### src/rtl/adder_io_sequencer_pkg.sv
// Shared definitions for the byte-serial adder front-end: state encoding and byte width.
package io_seq_pkg;

    localparam int BYTE_W = 8;

    // ST_RSVD is never entered on purpose; the FSM sends it back to ST_LOAD.
    typedef enum logic [1:0] {
        ST_LOAD   = 2'd0,
        ST_EXEC   = 2'd1,
        ST_UNLOAD = 2'd2,
        ST_RSVD   = 2'd3
    } state_t;

endpackage

### src/rtl/adder_io_sequencer_if.sv
// Byte streams plus the wide operand/result bus between sequencer and datapath.
// master = sequencer side, slave = pins/datapath side.
interface adder_io_if
    import io_seq_pkg::*;
#(
    parameter int LOG2_BYTES_IN  = 3,
    parameter int LOG2_BYTES_OUT = 2
);
    localparam int OP_W  = (1 << LOG2_BYTES_IN) * BYTE_W;
    localparam int RES_W = (1 << LOG2_BYTES_OUT) * BYTE_W;

    logic [BYTE_W-1:0] in_data;
    logic              in_valid;
    logic              in_ready;
    logic [BYTE_W-1:0] out_data;
    logic              out_valid;
    logic              out_ready;
    logic [OP_W-1:0]   op_data;
    logic [RES_W-1:0]  res_data;
    logic              busy;

    modport master (
        input  in_data, in_valid, out_ready, res_data,
        output in_ready, out_data, out_valid, op_data, busy
    );

    modport slave (
        output in_data, in_valid, out_ready, res_data,
        input  in_ready, out_data, out_valid, op_data, busy
    );

endinterface

### src/rtl/adder_io_sequencer_byte_deserializer.sv
// Collects accepted bytes LSB first into a wide word; byte k lands in lane k.
module byte_deserializer
    import io_seq_pkg::*;
#(
    parameter int LOG2_BYTES = 3
) (
    input  logic                                 clk,
    input  logic                                 rst,
    input  logic                                 wr_en,
    input  logic [BYTE_W-1:0]                    wr_byte,
    output logic                                 last_byte,
    output logic [(1 << LOG2_BYTES)*BYTE_W-1:0]  word
);
    localparam int NBYTES = 1 << LOG2_BYTES;

    logic [LOG2_BYTES-1:0]      in_cnt_r;
    logic [NBYTES-1:0]          lane_we_s;
    logic [NBYTES*BYTE_W-1:0]   word_r;

    // High while the lane about to be written is the top one.
    assign last_byte = (in_cnt_r == {LOG2_BYTES{1'b1}});
    assign word      = word_r;

    // One-hot lane write enable from the current byte position.
    always_comb begin
        lane_we_s = '0;
        if (wr_en) begin
            lane_we_s[in_cnt_r] = 1'b1;
        end else begin
            lane_we_s = '0;
        end
    end

    // Byte position counter, cleared explicitly after the top lane.
    always_ff @(posedge clk or posedge rst) begin
        if (rst) begin
            in_cnt_r <= '0;
        end else if (wr_en) begin
            if (last_byte) begin
                in_cnt_r <= '0;
            end else begin
                in_cnt_r <= in_cnt_r + LOG2_BYTES'(1);
            end
        end
    end

    // Operand lanes; untouched lanes keep their previous value.
    always_ff @(posedge clk or posedge rst) begin
        if (rst) begin
            word_r <= '0;
        end else begin
            for (int k = 0; k < NBYTES; k++) begin
                if (lane_we_s[k]) begin
                    word_r[k*BYTE_W +: BYTE_W] <= wr_byte;
                end
            end
        end
    end

endmodule

### src/rtl/adder_io_sequencer.sv
// Byte-serial front-end: load operand bytes, wait out the multicycle datapath,
// capture the result and stream it back LSB byte first.
module adder_io_sequencer
    import io_seq_pkg::*;
#(
    parameter int LOG2_BYTES_IN  = 3,
    parameter int LOG2_BYTES_OUT = 2,
    parameter int EXEC_CYCLES    = 2
) (
    input  logic       clk,
    input  logic       rst,
    adder_io_if.master bus
);
    localparam int RES_W = (1 << LOG2_BYTES_OUT) * BYTE_W;

    state_t                    state_r;
    state_t                    state_s;
    logic [7:0]                exec_cnt_r;
    logic [LOG2_BYTES_OUT-1:0] out_cnt_r;
    logic [RES_W-1:0]          result_r;
    logic                      in_fire_s;
    logic                      out_fire_s;
    logic                      last_in_s;
    logic                      last_out_s;
    logic                      capture_s;

    assign in_fire_s  = bus.in_valid  && (state_r == ST_LOAD);
    assign out_fire_s = bus.out_ready && (state_r == ST_UNLOAD);
    assign last_out_s = (out_cnt_r == {LOG2_BYTES_OUT{1'b1}});
    assign capture_s  = (state_r == ST_EXEC) && (exec_cnt_r == 8'd1);

    byte_deserializer #(
        .LOG2_BYTES (LOG2_BYTES_IN)
    ) u_deser (
        .clk       (clk),
        .rst       (rst),
        .wr_en     (in_fire_s),
        .wr_byte   (bus.in_data),
        .last_byte (last_in_s),
        .word      (bus.op_data)
    );

    // State register.
    always_ff @(posedge clk or posedge rst) begin
        if (rst) begin
            state_r <= ST_LOAD;
        end else begin
            state_r <= state_s;
        end
    end

    // Next-state decode; the unused encoding falls back to LOAD.
    always_comb begin
        state_s = state_r;
        case (state_r)
            ST_LOAD: begin
                if (in_fire_s && last_in_s) state_s = ST_EXEC;
                else                        state_s = ST_LOAD;
            end
            ST_EXEC: begin
                if (capture_s) state_s = ST_UNLOAD;
                else           state_s = ST_EXEC;
            end
            ST_UNLOAD: begin
                if (out_fire_s && last_out_s) state_s = ST_LOAD;
                else                          state_s = ST_UNLOAD;
            end
            default: state_s = ST_LOAD;
        endcase
    end

    // Multicycle wait counter, armed by the final operand byte.
    always_ff @(posedge clk or posedge rst) begin
        if (rst) begin
            exec_cnt_r <= 8'd0;
        end else if (in_fire_s && last_in_s) begin
            exec_cnt_r <= 8'(EXEC_CYCLES);
        end else if (state_r == ST_EXEC) begin
            exec_cnt_r <= exec_cnt_r - 8'd1;
        end
    end

    // Result capture at the end of the wait; later res_data changes are ignored.
    always_ff @(posedge clk or posedge rst) begin
        if (rst) begin
            result_r <= '0;
        end else if (capture_s) begin
            result_r <= bus.res_data;
        end
    end

    // Output byte position, cleared explicitly after the top byte.
    always_ff @(posedge clk or posedge rst) begin
        if (rst) begin
            out_cnt_r <= '0;
        end else if (out_fire_s) begin
            if (last_out_s) begin
                out_cnt_r <= '0;
            end else begin
                out_cnt_r <= out_cnt_r + LOG2_BYTES_OUT'(1);
            end
        end
    end

    // Handshake and data outputs decoded purely from registers.
    always_comb begin
        bus.in_ready  = (state_r == ST_LOAD);
        bus.out_valid = (state_r == ST_UNLOAD);
        bus.busy      = (state_r == ST_EXEC) || (state_r == ST_UNLOAD);
        if (state_r == ST_UNLOAD) begin
            bus.out_data = result_r[BYTE_W*out_cnt_r +: BYTE_W];
        end else begin
            bus.out_data = 8'h00;
        end
    end

endmodule

### src/flat_wrapper.sv
// flat-port wrapper written by rule: the top's interface ports become plain ports
module adder_io_sequencer_flat import io_seq_pkg::*;
#(
    parameter int LOG2_BYTES_IN  = 3,
    parameter int LOG2_BYTES_OUT = 2,
    parameter int EXEC_CYCLES    = 2
)
  (clk, rst, bus_in_data, bus_in_valid, bus_out_ready, bus_res_data, bus_in_ready, bus_out_data, bus_out_valid, bus_op_data, bus_busy);
  adder_io_if #(.LOG2_BYTES_IN(LOG2_BYTES_IN), .LOG2_BYTES_OUT(LOG2_BYTES_OUT)) bus_i ();
  input  logic clk;
  input  logic rst;
  input wire logic [$bits(bus_i.in_data)-1:0] bus_in_data;
  input wire logic [$bits(bus_i.in_valid)-1:0] bus_in_valid;
  input wire logic [$bits(bus_i.out_ready)-1:0] bus_out_ready;
  input wire logic [$bits(bus_i.res_data)-1:0] bus_res_data;
  output wire logic [$bits(bus_i.in_ready)-1:0] bus_in_ready;
  output wire logic [$bits(bus_i.out_data)-1:0] bus_out_data;
  output wire logic [$bits(bus_i.out_valid)-1:0] bus_out_valid;
  output wire logic [$bits(bus_i.op_data)-1:0] bus_op_data;
  output wire logic [$bits(bus_i.busy)-1:0] bus_busy;
  assign bus_i.in_data = bus_in_data;
  assign bus_i.in_valid = bus_in_valid;
  assign bus_i.out_ready = bus_out_ready;
  assign bus_i.res_data = bus_res_data;
  assign bus_in_ready = bus_i.in_ready;
  assign bus_out_data = bus_i.out_data;
  assign bus_out_valid = bus_i.out_valid;
  assign bus_op_data = bus_i.op_data;
  assign bus_busy = bus_i.busy;
  adder_io_sequencer #(.LOG2_BYTES_IN(LOG2_BYTES_IN), .LOG2_BYTES_OUT(LOG2_BYTES_OUT), .EXEC_CYCLES(EXEC_CYCLES)) u_core (.clk(clk), .rst(rst), .bus(bus_i));
endmodule
### config.mk
export PLATFORM = sky130hd
export DESIGN_NAME = adder_io_sequencer_flat
export DESIGN_NICKNAME = d
export VERILOG_FILES = /design/src/rtl/adder_io_sequencer_pkg.sv /design/src/rtl/adder_io_sequencer_if.sv /design/src/rtl/adder_io_sequencer_byte_deserializer.sv /design/src/rtl/adder_io_sequencer.sv /design/src/flat_wrapper.sv
export SDC_FILE = /design/constraint.sdc
export NUM_CORES = 1
export LEC_CHECK = 0
export BUFFER_PORTS_ARGS = -buffer_cell sky130_fd_sc_hd__buf_2
export CORE_ASPECT_RATIO = 0.9
export CORE_UTILIZATION = 45
export DETAILED_ROUTE_END_ITERATION = 12
export PLACE_DENSITY = 0.69
export SYNTH_ARGS = -nofsm -noshare
export SYNTH_HDL_FRONTEND = slang
export SYNTH_SLANG_ARGS = --single-unit
### constraint.sdc
create_clock -name clk -period 7.83 [get_ports clk]
set_input_delay 1.566 -clock clk [delete_from_list [all_inputs] [get_ports clk]]
set_output_delay 1.566 -clock clk [all_outputs]
set_load 0.01 [all_outputs]
==> flow_summary.toml, run 1 <==
[timing]
grt_setup_unrepaired = "false"
timing.hold.ws_ps = 503
fmax_ghz = 0.281
hold_viol = 0
report.final.slew_viol_count = 0
finClkSkew_ps = 8.60
max_slew_margin_pct = 32.2
setup_viol = 0
final.setup.worst_slack_ps = 4280
min_period_ps = 3550
min_period_over_period_pct = 45.4
tightest_slew_ps = 1010
tns_ps = 0

[die]
die_w_um = 110
start_util_pct = 46.4
dieArea_sq_um = 11000
ioPinCount = 119
core_area_sq_um = 10200
fp-row-count = 35
die_y_um = 99.5

[worst_setup_path]
path_depth = 3
rr_startpoint = "u_core.exec_cnt_r[2]$_DFFE_PP0P_"
critPathKind = "reg2out"
worstPathArrival_ps = 1990
cp_slowest_stage_delay_ps = 750
path_cells = "mux4_2 -> and2_1 -> buf_2"
critPathBufInv = 1
startpoint = "u_core.out_cnt_r[0]$_DFFE_PP0N_"
reg2reg_slack_ps = 5480
cp-start-kind = "flop"
cp.required_ps = 6260
critical-path-top-delay-family = "flip-flops"
cp-end-kind = "output port"
timing.rr.end = "u_core.result_r[9]$_DFFE_PP0P_"
reg2regPathDepth = 3
cp_slowest_cell = "dfrtp_1"
crit_path_end = "bus_out_data[0]"
path_max_fanout = 11

[routing]
via_per_inst = 5.10
antenna_left = 0
firstDrtPassIters = 4
wl_per_cell_um = 17.3
num_vias = 2865
routed_wl_mm = 9.70
drt_iter0_drc = 117
drc = 0

[placement]
globalplace.congestion = 0.717
port_buffers = 118
dp_slack_ps = 4610
place_hpwl_mm = 6.74
dpl_cell_area_sq_um = 5450

[yosys]
synthAdderAreaFrac_pct = 2.37
synth_edf_count = 0
synth_seq_cells = 111
synth_area_leaders = "dfrtp_1 (58%), mux2_2 (16%), mux2_4 (9.2%), mux4_2 (3.8%), ha_1 (2.4%)"
synthesis.area_sq_um = 4750
avgSynthCellArea_sq_um = 15.4
synthArstFlopShare_pct = 100
synth-simple-area-share_pct = 5.66
yosys_warnings = 0
synthCells = 308
synth_compound_area_share_pct = 1.76
synth_top_area_share_pct = 58.5
synth_ff_type = "dfrtp_1"
syn-num-nets = 361
synth_largest_area_cell = "dfrtp_1"
netlist_top_cells_count = "dfrtp_1 (111), mux2_2 (69), mux2_4 (29), nand2_1 (12), nor2_1 (10)"
ys_seq_area_share_pct = 58.5
synth_top_family_by_area = "multiplexers"
synth.most_common_cell = "dfrtp_1"
synth_xor_area_share_pct = 0.553
synth_cell_types = 30
synth_mux_area_share_pct = 29.3

[final_layout]
final_nets = 481
drive_gt1_share_pct = 56.6
areaGrowthSynthToFinish_pct = 21.0
fin_area_sq_um = 5750
nFillCells = 851
utilization_pct = 56.1
antenna_cells = 0

[cts]
cts.reportedPaths.clkPinSlew_ps = 80
cts.htree.levels = 3
clk_latency_ps = 350
cts_tree = "done"
clkSinkCount = 111
cts-buffers-inserted = 9
cts_resized = 0
postCtsSetupRepairBufs = 0
cts.hold.buffers_added = 0
clock_tree.root_cell = "clkbuf_16"
cts.path.max_buffers = 2

[global_route]
grt_max_degree = 65
grt_pass1_vias = 2951
grt.overflow.total = 0
grt_first_pass_wirelength_mm = 15.1
track_usage_pct = 18.5
antenna_found_initial = 0

[run]
drv_cap = 0

[worst_hold_path]
hold_depth = 1
holdCritPathClass = "reg2reg"

[pwr]
cellPowerDensity_nw_per_um2 = 369
peakVddDrop_mv = 0.226
p_leak_nw = 2.83

[status]
status = "finished, final reports clean"
cell type report:
class | count | area (sq um) | area share, %
well taps | 129 | 161 | 2.81
clock inverters | 7 | 78.8 | 1.37
inverters | 6 | 25.0 | 0.435
flip-flops and latches | 111 | 2780 | 48.3
repair buffers | 119 | 598 | 10.4
multi-input cells | 181 | 1880 | 32.8
clock buffers | 9 | 225 | 3.92
state kept, by name (all words and copies together) (netlist names):
signal,flops
u_core.u_deser.word,64
u_core.out_cnt_r,2
u_core.state_r,2
u_core.u_deser.in_cnt_r,3
u_core.result_r,32
u_core.exec_cnt_r,8
per-stage QoR:
step | cells | power [W]
final | 562 | 0.00212
after global routing | 562 | 0.00226
after CTS | 562 | 0.00215
after detailed placement | 546 | 0.00169
after global placement | 546 | 0.00166
after floorplan | 308 | 0.00140
layout by cell type (no fill, tap or decap), types with 3 or more instances in the layout:
| master | instances |
|---|---|
| a21oi_1 | 5 |
| and2_1 | 8 |
| buf_2 | 118 |
| clkbuf_16 | 9 |
| dfrtp_1 | 111 |
| ha_1 | 9 |
| inv_1 | 5 |
| mux2_2 | 69 |
| mux2_4 | 29 |
| mux4_2 | 8 |
| nand2_1 | 12 |
| nand2b_1 | 3 |
| nor2_1 | 10 |
| o21ai_0 | 4 |
| or3_1 | 3 |
| or4_1 | 3 |
power breakdown:
part / leakage (nW) / switching, W / total, W / internal, W
combinational: 1.34 / 0.000322 / 0.000714 / 0.000392
sequential: 1.34 / 0.000147 / 0.000957 / 0.000809
clock: 0.148 / 0.000226 / 0.000454 / 0.000227
total: 2.83 / 0.000695 / 0.00212 / 0.00143
worst register-to-register path: cells and delay by family, from the launching register on:
kind / cells / cell delay, ps
multiplexers: 1 / 420
AND/OR/NAND/NOR: 2 / 1370
flip-flops: 1 / 450
cell families after synthesis:
kind of cell,Yosys count
DFF,111
xor gates and xnor gates,3
buffers and inverters,16
and+or+nand+nor,49
adders and majority gates,9
AOI/OAI and AO/OA,14
muxes,106
worst min path at each step:
stage / slack, ps / end / start
final: 500 / u_core.u_deser.word[8]$_DFFE_PP0P_ / u_core.u_deser.word[8]$_DFFE_PP0P_
after global routing: 510 / u_core.u_deser.word[7]$_DFFE_PP0P_ / u_core.u_deser.word[7]$_DFFE_PP0P_
after CTS: 510 / u_core.u_deser.word[8]$_DFFE_PP0P_ / u_core.u_deser.word[8]$_DFFE_PP0P_
after global placement: 480 / u_core.u_deser.word[4]$_DFFE_PP0P_ / u_core.u_deser.word[4]$_DFFE_PP0P_
after floorplan: 470 / u_core.result_r[13]$_DFFE_PP0P_ / u_core.result_r[13]$_DFFE_PP0P_
after detailed placement: 490 / u_core.u_deser.word[7]$_DFFE_PP0P_ / u_core.u_deser.word[7]$_DFFE_PP0P_
routing by layer:
layer / global-route usage, % / vias up / wire [um]
li1: - / 1344 / -
met1: 24.8 / 1462 / 4550
met2: 30.0 / 51 / 4750
met3: 3.80 / 8 / 289
met4: 5.87 / 0 / 107
met5: 0 / - / 0
Note: power is estimated with default switching activity, not from simulation.
==> inputs of run 2 (changes only) <==
Settings changed: ABC_AREA set to 1.
Clock period 7.83 ns to 3.4 ns, I/O delays scaled along.
==> run 2 against run 1 <==
Against the previous run: synthesized cell count increased by 67%; via count is 35% higher; largest cell class unchanged; first-iteration DRC count up 130%; non-clock buffer count increased by 2; die area decreased by 0.70%; highest routed layer unchanged; register-to-register slack got worse by 4200 ps; sequential cell count unchanged; synthesized area is 0.71% lower; sequential share of layout area grew 0.73 points; critical path depth increased by 1; clock-buffer cell count did not move; largest power group unchanged; clock power is 130% higher.
==> flow_summary.toml, run 2 <==
[status]
status = "finished, final reports clean"

[final_layout]
fin_area_sq_um = 5670
nFillCells = 924
utilization_pct = 55.5
antenna_cells = 0
final_nets = 678
drive_gt1_share_pct = 24.4
largest_reg_flops = 64
instances_no_fill = 759
layout_common_cells = "nand2_1 (141), buf_2 (118), dfrtp_1 (111), o21ai_0 (63), nor2_1 (49)"
areaGrowthSynthToFinish_pct = 20.1
final_common_cell = "nand2_1"

[timing]
tns_ps = 0
hold_viol = 0
finClkSkew_ps = 7.17
grt_setup_unrepaired = "false"
setup_viol = 0
max_slew_margin_pct = 47.0
min_period_ps = 2620
report.final.slew_viol_count = 0
tightest_slew_ps = 795
min_period_over_period_pct = 77.1
fmax_ghz = 0.381

[placement]
dpl_cell_area_sq_um = 5350
place_inst = 743
place_hpwl_mm = 7.62
port_buffers = 118
globalplace.congestion = 0.852

[cts]
cts-buffers-inserted = 9
cts_tree = "done"
cts.reportedPaths.clkPinSlew_ps = 80
clock_tree.root_cell = "clkbuf_16"
cts.path.max_buffers = 2
clk_latency_ps = 340
postCtsSetupRepairBufs = 0
cts_resized = 0
clkSinkCount = 111
cts.htree.levels = 3
cts.hold.buffers_added = 0

[die]
die_y_um = 99.1
dieArea_sq_um = 10900
fp-row-count = 35
ioPinCount = 119
die_w_um = 110
core_area_sq_um = 10200
start_util_pct = 46.2

[routing]
num_vias = 3882
drc = 0
wl_per_cell_um = 14.3
routed_wl_mm = 10.8
antenna_left = 0
drt_iter0_drc = 269
via_per_inst = 5.11
firstDrtPassIters = 5

[pwr]
peakVddDrop_mv = 0.402
cellPowerDensity_nw_per_um2 = 903
p_leak_nw = 2.93
power_w = 0.00511

[worst_setup_path]
critPathKind = "reg2out"
cp.required_ps = 2720
cp-start-kind = "flop"
cp-end-kind = "output port"
worstPathArrival_ps = 1940
path_max_fanout = 18

[yosys]
synth_top_area_share_pct = 58.9
synth_seq_cells = 111
synth_edf_count = 0
synth.most_common_cell = "nand2_1"
synthesis.area_sq_um = 4720
synthArstFlopShare_pct = 100
synth_ff_type = "dfrtp_1"
synth_area_leaders = "dfrtp_1 (59%), nand2_1 (11%), o21ai_0 (6.7%), nor2_1 (3.9%), nand3_1 (3.8%)"
syn-num-nets = 568
ys_seq_area_share_pct = 58.9
synthCells = 515
synth_largest_area_cell = "dfrtp_1"
avgSynthCellArea_sq_um = 9.16
synth_cell_types = 23
yosys_warnings = 0
netlist_top_cells_count = "nand2_1 (141), dfrtp_1 (111), o21ai_0 (63), nor2_1 (49), nand3_1 (36)"

[global_route]
grt.overflow.total = 0
antenna_found_initial = 0
grt_max_degree = 68
grt_pass1_vias = 3653
grt_first_pass_wirelength_mm = 17.8
track_usage_pct = 21.2

[worst_hold_path]
holdCritPathClass = "in2async"

[run]
drv_cap = 0
## run 2: cell count changes after synthesis, sizes merged, moves of 8 or more
cell,delta
and2,-8
mux4,-8
mux2,-98
inv,+18
a21oi,+11
nand3,+34
nor2,+43
nand2,+139
o21ai,+83
buf,+18
## run 2: logic make-up (layout without fill, tap and decap cells)
| family | after synthesis | count (layout) | synth area share, % |
|---|---|---|---|
| simple gates | 241 | 241 | 21.6 |
| flops | 111 | 111 | 58.9 |
| compound gates | 103 | 103 | 11.2 |
| buf+inv | 47 | 162 | 5.28 |
| fa+ha+maj | 9 | 9 | 2.39 |
| xor+xnor | 4 | 4 | 0.743 |
## run 2: critical path, cell delays in order (launching register included)
cell and delay [ps]:
dfrtp_1 700, inv_1 380, o21ai_0 270, a21oi_1 90, buf_2 150
## run 2: stage by stage
| step | hold WS [ps] | worst slack, ps |
|---|---|---|
| 5_1_grt | 471 | 551 |
| 2_1_floorplan | 437 | 1380 |
| 6_report | 436 | 777 |
| 3_5_place_dp | 454 | 1200 |
| 3_3_place_gp | 454 | 1300 |
| 4_1_cts | 445 | 805 |
## run 2: area by class of cell
class	count	area, sq um	share of cell area [%]
Sequential cell	111	2780	49.0
Multi-Input combinational cell	357	1690	29.9
Timing Repair Buffer	121	626	11.0
Clock buffer	9	225	3.98
Tap cell	129	161	2.85
Inverter	25	97.6	1.72
Clock inverter	7	86.3	1.52
## run 2: power by group
part	internal, W	switching (W)	leakage (nW)
clock network	0.000532	0.000532	0.153
logic	0.000679	0.00107	1.47
registers	0.00192	0.000382	1.31
total	0.00313	0.00198	2.93
## run 2: path summary, 6_finish.rpt
| path | slack [ps] | startpoint | depth (start not counted) | to |
|---|---|---|---|---|
| worst max register to register | 1330 | u_core.exec_cnt_r[1]$_DFFE_PP0P_ | 7 | u_core.result_r[17]$_DFFE_PP0P_ |
| min in group clk | 470 | u_core.result_r[29]$_DFFE_PP0P_ | 2 | u_core.result_r[29]$_DFFE_PP0P_ |
| worst max-delay path | 780 | u_core.out_cnt_r[0]$_DFFE_PP0N_ | 4 | bus_out_data[2] |
| max in group asynchronous | 2480 | rst | 3 | u_core.result_r[26]$_DFFE_PP0P_ |
| worst min-delay path | 440 | rst | 3 | u_core.u_deser.word[13]$_DFFE_PP0P_ |
| worst min register to register | 470 | u_core.result_r[29]$_DFFE_PP0P_ | 2 | u_core.result_r[29]$_DFFE_PP0P_ |
## run 2: layer usage
metal | share of wire (%) | GRT usage [%] | up-vias
li1 | - | - | 1878
met1 | 45 | 29.1 | 1892
met2 | 48 | 33.8 | 103
met3 | 6.1 | 4.78 | 9
met4 | 0.96 | 5.85 | 0
met5 | 0 | 0 | -
==> inputs of run 3 (changes only) <==
Clock period 3.4 ns to 2.52 ns, I/O delays scaled along.
==> run 3 against run 2 <==
Against the previous run: first-iteration DRC count is 19% lower; clock power is 33% higher; combinational power is 36% higher; register-to-register slack worse by 430 ps; final cell count is 0.13% higher; die area stayed put; setup slack worse by 550 ps; via count is 1.8% lower; clock skew is 2.5 ps higher; cell area is 0.13% lower; critical path type unchanged; critical endpoint is now bus_out_data[7]; largest cell class unchanged.
==> flow_summary.toml, run 3 (synthesis results as in run 2) <==
[final_layout]
final_nets = 679
drive_gt1_share_pct = 24.6
fin_area_sq_um = 5660
final_common_cell = "nand2_1"
areaGrowthSynthToFinish_pct = 19.9
largest_reg_flops = 64
antenna_cells = 0
layout_common_cells = "nand2_1 (141), buf_2 (118), dfrtp_1 (111), o21ai_0 (63), nor2_1 (49)"

[worst_setup_path]
cp.required_ps = 2020
path_cells = "clkinv_1 -> nor2_1 -> o21ai_0 -> a21oi_1 -> buf_2"
timing.rr.end = "u_core.exec_cnt_r[2]$_DFFE_PP0P_"
critPathBufInv = 2
cp_slowest_stage_delay_ps = 520
critical-path-top-delay-family = "flip-flops"
path_max_fanout = 10
worstPathArrival_ps = 1790
cp-start-kind = "flop"
critPathKind = "reg2out"
cp_slowest_cell = "dfrtp_1"
rr_startpoint = "u_core.state_r[1]$_DFF_PP0_"
reg2regPathDepth = 7
cp-end-kind = "output port"
reg2reg_slack_ps = 900

[pwr]
peakVddDrop_mv = 0.522
p_clk_share_pct = 20.5
p_sw_share_pct = 38.7
sequentialPowerShare_pct = 45.0
p_sw_w = 0.00266
p_leak_nw = 2.93
combPwrFrac_pct = 34.4
cellPowerDensity_nw_per_um2 = 1220
power.internal_w = 0.00422

[routing]
drc = 0
firstDrtPassIters = 4
routed_wl_mm = 10.9
wl_per_cell_um = 14.4
num_vias = 3814
drt_iter0_drc = 219
via_per_inst = 5.02
antenna_left = 0

[cts]
cts.htree.levels = 3
clock_tree.root_cell = "clkbuf_16"
cts_resized = 0
postCtsSetupRepairBufs = 0
cts.reportedPaths.clkPinSlew_ps = 80
cts.hold.buffers_added = 0
clkSinkCount = 111
cts.path.max_buffers = 2
cts_tree = "done"
cts-buffers-inserted = 9
clk_latency_ps = 350

[timing]
setup_viol = 0
tightest_slew_ps = 594
grt_setup_unrepaired = "false"
fmax_ghz = 0.436
max_slew_margin_pct = 60.4
tns_ps = 0
final.setup.worst_slack_ps = 225
hold_viol = 0
min_period_ps = 2290
min_period_over_period_pct = 91.1
report.final.slew_viol_count = 0
finClkSkew_ps = 9.64

[placement]
place_hpwl_mm = 7.45
port_buffers = 118
globalplace.congestion = 0.786
dpl_cell_area_sq_um = 5360
dp_slack_ps = 616

[run]
drv_cap = 0

[global_route]
antenna_found_initial = 0
grt_use_met2_pct = 33.8
gr-max-usage-layer = "met2"
grt_first_pass_wirelength_mm = 17.5
grt.overflow.total = 0
grt_pass1_vias = 3616
grt_max_degree = 112
use_met3_pct = 4.59
use_met1_pct = 28.3
track_usage_pct = 21.2

[die]
core_area_sq_um = 10200
fp-row-count = 35
die_y_um = 99.1
ioPinCount = 119
dieArea_sq_um = 10900
die_w_um = 110
start_util_pct = 46.2

[worst_hold_path]
holdCritPathClass = "in2async"

[status]
status = "finished, final reports clean"
run 3: power groups by stage:
stage               clock (W)  combinational (W)  sequential, W
global route          0.00151            0.00271        0.00320
detailed placement          0            0.00240        0.00311
finish                0.00141            0.00237        0.00310
CTS                   0.00145            0.00240        0.00310
global placement            0            0.00231        0.00309
floorplan                   0            0.00137        0.00325
run 3: final cells by class:
class	instances	area, sq um
Fill cell	913	4550
Sequential cell	111	2780
Multi-Input combinational cell	357	1690
Timing Repair Buffer	122	633
Clock buffer	9	225
Tap cell	129	161
Inverter	25	97.6
Clock inverter	7	71.3
run 3: worst register-to-register path: stages (launching register included):
cell and delay, ps:
dfrtp_1 410, inv_1 90, ha_1 190, nand2_2 160, nor2_1 320, inv_1 170
o21ai_0 110, a21oi_1 60
run 3: how the worst max path moves through the flow:
stage	slack, ps	startpoint	cells past startpoint	to
after floorplan	670	rst	1	u_core.exec_cnt_r[0]$_DFFE_PP0P_
after CTS	230	u_core.out_cnt_r[1]$_DFFE_PP0N_	5	bus_out_data[7]
final	230	u_core.out_cnt_r[1]$_DFFE_PP0N_	5	bus_out_data[7]
after global placement	730	u_core.out_cnt_r[1]$_DFFE_PP0N_	5	bus_out_data[2]
after detailed placement	620	u_core.out_cnt_r[1]$_DFFE_PP0N_	5	bus_out_data[7]
after global routing	50	u_core.out_cnt_r[1]$_DFFE_PP0N_	5	bus_out_data[7]
run 3: per-layer routing:
metal	wire length (um)	share of wire [%]
met4	248	2.3
met5	0	0
met3	534	4.9
met2	5180	47
met1	4950	45
run 3: metrics by stage:
step | power [W] | utilization (%) | cells | hold WS, ps
after floorplan | 0.00462 | - | 515 | 437
after global routing | 0.00742 | 55.5 | 760 | 360
after global placement | 0.00540 | 52.5 | 744 | 454
final | 0.00688 | 55.5 | 760 | 286
after detailed placement | 0.00552 | 52.5 | 744 | 458
after CTS | 0.00695 | 55.5 | 760 | 342
